`config.mk`:
```
export PLATFORM = sky130hd
export DESIGN_NAME = alu_arbiter
export DESIGN_NICKNAME = d
export VERILOG_FILES = /design/src/rtl/alu_arbiter.sv
export SDC_FILE = /design/constraint.sdc
export NUM_CORES = 1
export LEC_CHECK = 0
export CORE_MARGIN = 8
export CORE_UTILIZATION = 30
export DETAILED_ROUTE_END_ITERATION = 6
export PLACE_DENSITY = 0.66
export SYNTH_ARGS = -nofsm -noshare
export SYNTH_HDL_FRONTEND = slang
export SYNTH_SLANG_ARGS = --single-unit
```
`constraint.sdc`:
```
create_clock -name clk -period 3.4 [get_ports clk]
set_input_delay 0.51 -clock clk [delete_from_list [all_inputs] [get_ports clk]]
set_output_delay 0.51 -clock clk [all_outputs]
set_load 0.005 [all_outputs]
```
`src/rtl/alu_arbiter.sv`:
```
// Round-robin arbiter sharing one combinational ALU between NREQ requesters.
// Each op is granted, its operands are held in registers for one evaluation
// cycle, and the captured result is returned over a valid/ready channel.
module alu_arbiter #(
  parameter int unsigned NREQ = 2,
  parameter int unsigned W    = 32
) (
  input  logic              clk,
  input  logic              rst_n,
  input  logic [NREQ-1:0]   req_valid,
  output logic [NREQ-1:0]   req_ready,
  input  logic [2*NREQ-1:0] req_aluop,
  input  logic [NREQ-1:0]   req_funct7,
  input  logic [3*NREQ-1:0] req_funct3,
  input  logic [W*NREQ-1:0] req_a,
  input  logic [W*NREQ-1:0] req_b,
  output logic [1:0]        alu_aluop,
  output logic              alu_funct7,
  output logic [2:0]        alu_funct3,
  output logic [W-1:0]      alu_a,
  output logic [W-1:0]      alu_b,
  input  logic [W-1:0]      alu_result,
  input  logic              alu_zero,
  output logic [NREQ-1:0]   rsp_valid,
  input  logic [NREQ-1:0]   rsp_ready,
  output logic [W-1:0]      rsp_result,
  output logic              rsp_zero
);

  localparam int unsigned PW = (NREQ > 1) ? $clog2(NREQ) : 1;

  typedef enum logic [1:0] {StIdle, StExec, StResp} state_e;

  state_e        state_q, state_d;
  logic [PW-1:0] ptr_q;
  logic [PW-1:0] owner_q;
  logic [PW-1:0] win;
  logic          found;

  // Winner search starts just after the last served requester.
  always_comb begin
    int unsigned idx;
    found = 1'b0;
    win   = '0;
    idx   = 0;
    for (int unsigned k = 1; k <= NREQ; k++) begin
      idx = (32'(ptr_q) + k) % NREQ;
      if (!found && req_valid[idx]) begin
        found = 1'b1;
        win   = PW'(idx);
      end
    end
  end

  // Next-state logic and handshake outputs.
  always_comb begin
    state_d   = state_q;
    req_ready = '0;
    rsp_valid = '0;
    unique case (state_q)
      StIdle: begin
        if (found) begin
          state_d = StExec;
        end
        // Gated by rst_n so no grant is advertised while reset is held.
        if (rst_n && found) begin
          req_ready[win] = 1'b1;
        end
      end
      StExec: begin
        state_d = StResp;
      end
      StResp: begin
        rsp_valid[owner_q] = 1'b1;
        if (rsp_ready[owner_q]) begin
          state_d = StIdle;
        end
      end
      default: begin
        state_d = StIdle;
      end
    endcase
  end

  // State, operand capture, result capture and pointer rotation.
  always_ff @(posedge clk) begin
    if (!rst_n) begin
      state_q    <= StIdle;
      ptr_q      <= PW'(NREQ - 1);
      owner_q    <= '0;
      alu_aluop  <= '0;
      alu_funct7 <= 1'b0;
      alu_funct3 <= '0;
      alu_a      <= '0;
      alu_b      <= '0;
      rsp_result <= '0;
      rsp_zero   <= 1'b0;
    end else begin
      state_q <= state_d;
      if (state_q == StIdle && found) begin
        alu_aluop  <= req_aluop[2*win +: 2];
        alu_funct7 <= req_funct7[win];
        alu_funct3 <= req_funct3[3*win +: 3];
        alu_a      <= req_a[W*win +: W];
        alu_b      <= req_b[W*win +: W];
        owner_q    <= win;
      end
      if (state_q == StExec) begin
        rsp_result <= alu_result;
        rsp_zero   <= alu_zero;
      end
      if (state_q == StResp && rsp_ready[owner_q]) begin
        ptr_q <= owner_q;
      end
    end
  end

endmodule

```
# [Yosys cells after proc, flatten, opt, wreduce, memory -nomap -nowiden]
# Index checks and enable logic that the tools add are counted.
[classes] add_sub_neg=2 n_mul=1 magnitude_cmp=6 eq_ne=4 shifts=4 mux=22 n_reduce_logical=9
[ops] operator="$shiftx A64 B7 Y32" n=2
[ops] operator="$mux W1" n=14
[ops] operator="$mux W2" n=5
[ops] operator="$lt A1 B2 Y1 const B" n=4
[ops] operator="$logic_and A1 B1 Y1" n=6
[ops] operator="$pmux W2 S3" n=1
[ops] operator="$shiftx A6 B4 Y3" n=1
[ops] operator="$ne A2 B2 Y1 const B" n=2
[ops] operator="$shiftx A4 B3 Y2" n=1
[ops] operator="$mul A2 B1 Y3 const A" n=1
[ops] operator="$add A1 B1 Y1 const B" n=2
[ops] operator="$demux W1 S1" n=2
[ops] operator="$eq A2 B1 Y1 const B" n=1
[ops] operator="$eq A2 B2 Y1 const B" n=1
[ops] operator="$ge A1 B1 Y1 const B" n=2
[ops] operator="$logic_not A2 Y1" n=1
[ops] operator="$reduce_and A2 Y1" n=1
[ops] operator="$logic_not A1 Y1" n=1
[word_totals] register_bits=107 in_bits=179 output_inout_bits=107 word_cells=58

# [Depth between registers and ports, before layout]
[depth] ltp_word=13 mapped_depth=6

# [Worst setup path after synthesis]
# OpenSTA, ideal clock, no wires.
[synth_path] path_kind="input -> output" from="input port req_valid[1]" to="output port req_ready[0]" arrival_ns=1.263 t_required_ns=2.890 setup_slack_ns=1.627 path_stages=4 cell_sequence="a21bo_2 buf_2 clkbuf_1 and2_1"
[synth_between] elab_chain_cells=12 elab_cells_between_ends=18 classes_between="2 x order compare; 12 x mux; 4 x reduce/logical"
[synth_lines] item="from (decl)" line_no="10" rtl="input logic [NREQ-1:0] req_valid,"
[synth_lines] item="$mux W1 (not written as such) (2 in series)" line_no="48" rtl="if (!found && req_valid[idx]) begin"
[synth_lines] item="$mux W1" line_no="48"
[synth_lines] item="$logic_not A1 Y1" line_no="48"
[synth_lines] item="$logic_and A1 B1 Y1" line_no="48"
[synth_lines] item="$mux W1" line_no="48"
[synth_lines] item="$lt A1 B2 Y1 (not written as such) or $ge A1 B1 Y1 (tied branches)" line_no="67" rtl="req_ready[win] = 1'b1;"
[synth_lines] item="$logic_and A1 B1 Y1 (not written as such)" line_no="67"
[synth_lines] item="$mux W1 (not written as such)" line_no="67"
[synth_lines] item="$demux W1 S1" line_no="67"
[synth_lines] item="$mux W2 (*)" line_no="66" rtl="if (rst_n && found) begin"
[synth_lines] item="$mux W2 (*)" line_no="60" rtl="unique case (state_q)"
[synth_lines] item="to (decl)" line_no="11" rtl="output logic [NREQ-1:0] req_ready,"
# Every way passes the cells marked *; elsewhere a longest branch is shown, timed or not. The select of a mux whose other input is x is not followed.

# [Worst setup path after layout]
[layout_path] from="input port req_valid[0]" to="output port req_ready[0]"
# The elaborated chain is that of the path after synthesis.

==> run summary <==
The via count of the routed design is 4998, and the total die area is 20800 um2. The worst slew slack as a fraction of its limit is 43.8%. The floorplan row count was 47; the number of setup buffers added after CTS was 0. The detailed router finished its first iteration with 188 violations. Once the floorplan was initialized, standard cells occupied 30.2% of the core.

Along the worst path, the maximum fanout reaches 3. Number of antenna violations at the first check in global routing: 0. The cell taking the most area after synthesis was dfxtp_1. For the pin with the worst max-slew slack, the measured transition is 843 ps.

Wire length on met3: 1.56 mm. The number of global-route vias before repair was 5057. The class of the worst hold path was flop to flop. Global routing finished with a remaining overflow of 0.

Post-CTS repair changed the size of 0 cells. The clock period could shrink to 2670 ps. For this design, the sink count on the clock tree is 107. The number of endpoints with negative hold slack in the final report was 0; the maximum clock skew at final layout was 6.51 ps. The worst setup path is launched from a primary input.

Data on the critical path is required at its endpoint by 2890 ps. Counting every net in the synthesized netlist gives 748. TritonCTS built the clock tree. The logs give 350 ps for the clock latency reported for the late side of the worst-skew pair and 17.4% for the aggregate global-route resource usage. Port buffering added 285 buffers.

The first global-routing pass estimated 28.6 mm of wire. For the final routed database, the setup TNS stands at 0 ps. The synthesized netlist contains 24 unique library cells. The share of the synthesized area in the top cell type works out to 43.5%. After clock tree synthesis, the clock-pin slew on the worst setup and hold paths is 70 ps.

The logs give 0.000264 V for the maximum resistive drop on vdd and 18.7 mm for the routed wire length. Using the TritonRoute via totals, the vias-per-cell ratio works out to 4.78. The post-synthesis sequential element count was 107.

The run finished with clean final reports. Highest routed metal layer: met4. For the final antenna diode count, the log shows 0.

The floorplan step set the die width to 144 um. The total count of max-transition violations in the final report is 0, and the share of the clock period used by the worst path after layout is 78.6%. Cells fill 50.3% of the core in the end. The post-synthesis instance area was 4930 um2. The number of buffers between clock root and the deepest sink is 2, and the ratio of cells with drive above 1 in the final layout is 12.8%. Power density over the cells: 440 nW/um2.

Yosys attributes the largest share of cell area to dfxtp_1 43%, a311oi_2 21%, nand2_1 16%. Summed over all nets, wire length on met2 after detailed routing comes to 9.00 mm. The area growth from synthesis to layout is 66.5%. Critical path class: primary input to primary output.

For the arrival time of data at the critical path endpoint, the log shows 2160 ps. Setup repair after global routing left no endpoint under its margin. Number of remaining DRC errors: 0. The logs give 1280 ps for the flop-to-flop setup slack and 0 for the post-detailed-route count of antenna-violating nets. The clock tree synthesis step divided the H-tree into 3 levels. The core region is 16300 um2. Dividing the detail-routed wire length by the instance count gives 17.9 um. Detailed placement ended at an HPWL of 13.1 mm. STA classifies the critical path endpoint as a primary output.

Summed over all cells, the static leakage comes to 2.92 nW. The die boundary height is 144 um. The cell sitting at the root of the clock tree is a clkbuf_16.

The tool flagged a number of max-cap violations equal to 0. The cell count after synthesis came out at 569. During synthesis, Yosys emitted a total of 0 warnings.

The post-synthesis area per instance came out at 8.66 um2. The tools report the number of hold buffers added after CTS as 0. TritonCTS created 9 clock buffers. The setup violation total in the final timing report was 0. Static timing analysis puts the maximum clock frequency at 374 MHz.

The run gives 72 as the largest net degree at the start of global routing. Number of top-level pins: 286. The proportion of synthesized chip area in sequential cells is 43.5%, and the routability congestion estimate from global placement is 0.787. The first detailed-routing pass ran for 4 iterations. The total number of nets in the final design was 1000. Met1 wire length: 7.64 mm.
==> worst max-delay path, stage by stage <==
cell	delay [ps]
clkdlybuf4s50_1	490
or2_2	330
and3_1	200
and2_1	150
clkdlybuf4s50_1	480
==> per-stage QoR <==
step                cells  hold WS (ps)  total power, W  cell area (um2)  setup slack (ps)
detailed placement   1030           447         0.00256             7900               717
finish               1046           455         0.00361             8200               726
global route         1046           477         0.00380             8200               626
global placement     1030           442         0.00255             7900               755
floorplan             569           453         0.00198             4930              1630
CTS                  1046           457         0.00366             8200               713
==> layer usage <==
metal / global-route usage [%] / vias to the layer above
met5: 0 / -
met3: 5.28 / 30
met1: 20.4 / 2301
li1: - / 2491
met4: 6.90 / 0
met2: 29.2 / 176
==> final timing paths <==
check / from / to / cells past startpoint
max: req_valid[0] / req_ready[0] / 5
min: rsp_result[31]$_SDFFE_PN0N_ / rsp_result[31]$_SDFFE_PN0N_ / 2
max reg2reg: state_q[1]$_SDFFE_PN0P_ / alu_b[26]$_SDFFE_PN0P_ / 4
min reg2reg: rsp_result[31]$_SDFFE_PN0N_ / rsp_result[31]$_SDFFE_PN0N_ / 2
==> cells by family after synthesis <==
kind of cell | count (synthesis) | share of synthesized area [%]
AOI/OAI and AO/OA | 180 | 32.9
buffers and inverters | 59 | 6.05
DFF | 107 | 43.5
and+or+nand+nor | 223 | 17.6
==> power by group <==
group	leakage [nW]	switching (W)	total, W	internal (W)
Clock	0.145	0.000512	0.00109	0.000582
Sequential	0.884	0.0000713	0.00146	0.00139
Combinational	1.89	0.000462	0.00105	0.000593
==> area by class of cell <==
class                   count  area [um2]
well taps                 220         275
inverters                   1        6.26
flip-flops and latches    107        2140
fillers                  1565        8090
repair buffers            299        2970
clock buffers              10         229
clock inverters             6        71.3
multi-input cells         403        2510
==> flip-flops by register name (all words and copies together) (netlist names) <==
| name | cells |
|---|---|
| alu_funct3 | 3 |
| ptr_q | 1 |
| alu_b | 32 |
| rsp_zero | 1 |
| alu_funct7 | 1 |
| state_q | 2 |
| alu_aluop | 2 |
| rsp_result | 32 |
| owner_q | 1 |
| alu_a | 32 |
==> cells in the mapped netlist <==
| cell | n |
|---|---|
| dfxtp_1 | 107 |
| and3_1 | 2 |
| o21ai_0 | 1 |
| buf_2 | 4 |
| nor2b_1 | 2 |
| buf_6 | 9 |
| a21boi_2 | 1 |
| nand2b_1 | 3 |
| a311oi_2 | 70 |
| or2_1 | 1 |
| clkbuf_1 | 41 |
| buf_1 | 3 |
| o21a_1 | 1 |
| a21boi_0 | 1 |
| nand3_1 | 1 |
| nor3_1 | 1 |
| nor2_1 | 3 |
| inv_2 | 1 |
| a21bo_2 | 1 |
| a31oi_1 | 1 |
| nand2_1 | 207 |
| a21oi_1 | 104 |
| buf_4 | 1 |
| and2_1 | 3 |
==> layout by cell type, fill, tap and decap left out, drive strengths merged, types with 3 or more instances in the layout <==
cell,synthesis,routed
a21oi,104,104
and2,3,3
buf,17,14
inv,1,4
nor2,3,3
dfxtp,107,107
clkbuf,41,10
nand2,207,207
nand2b,3,3
a311oi,70,70
clkdlybuf4s50,0,285
Power figures use the tool's default switching activity.
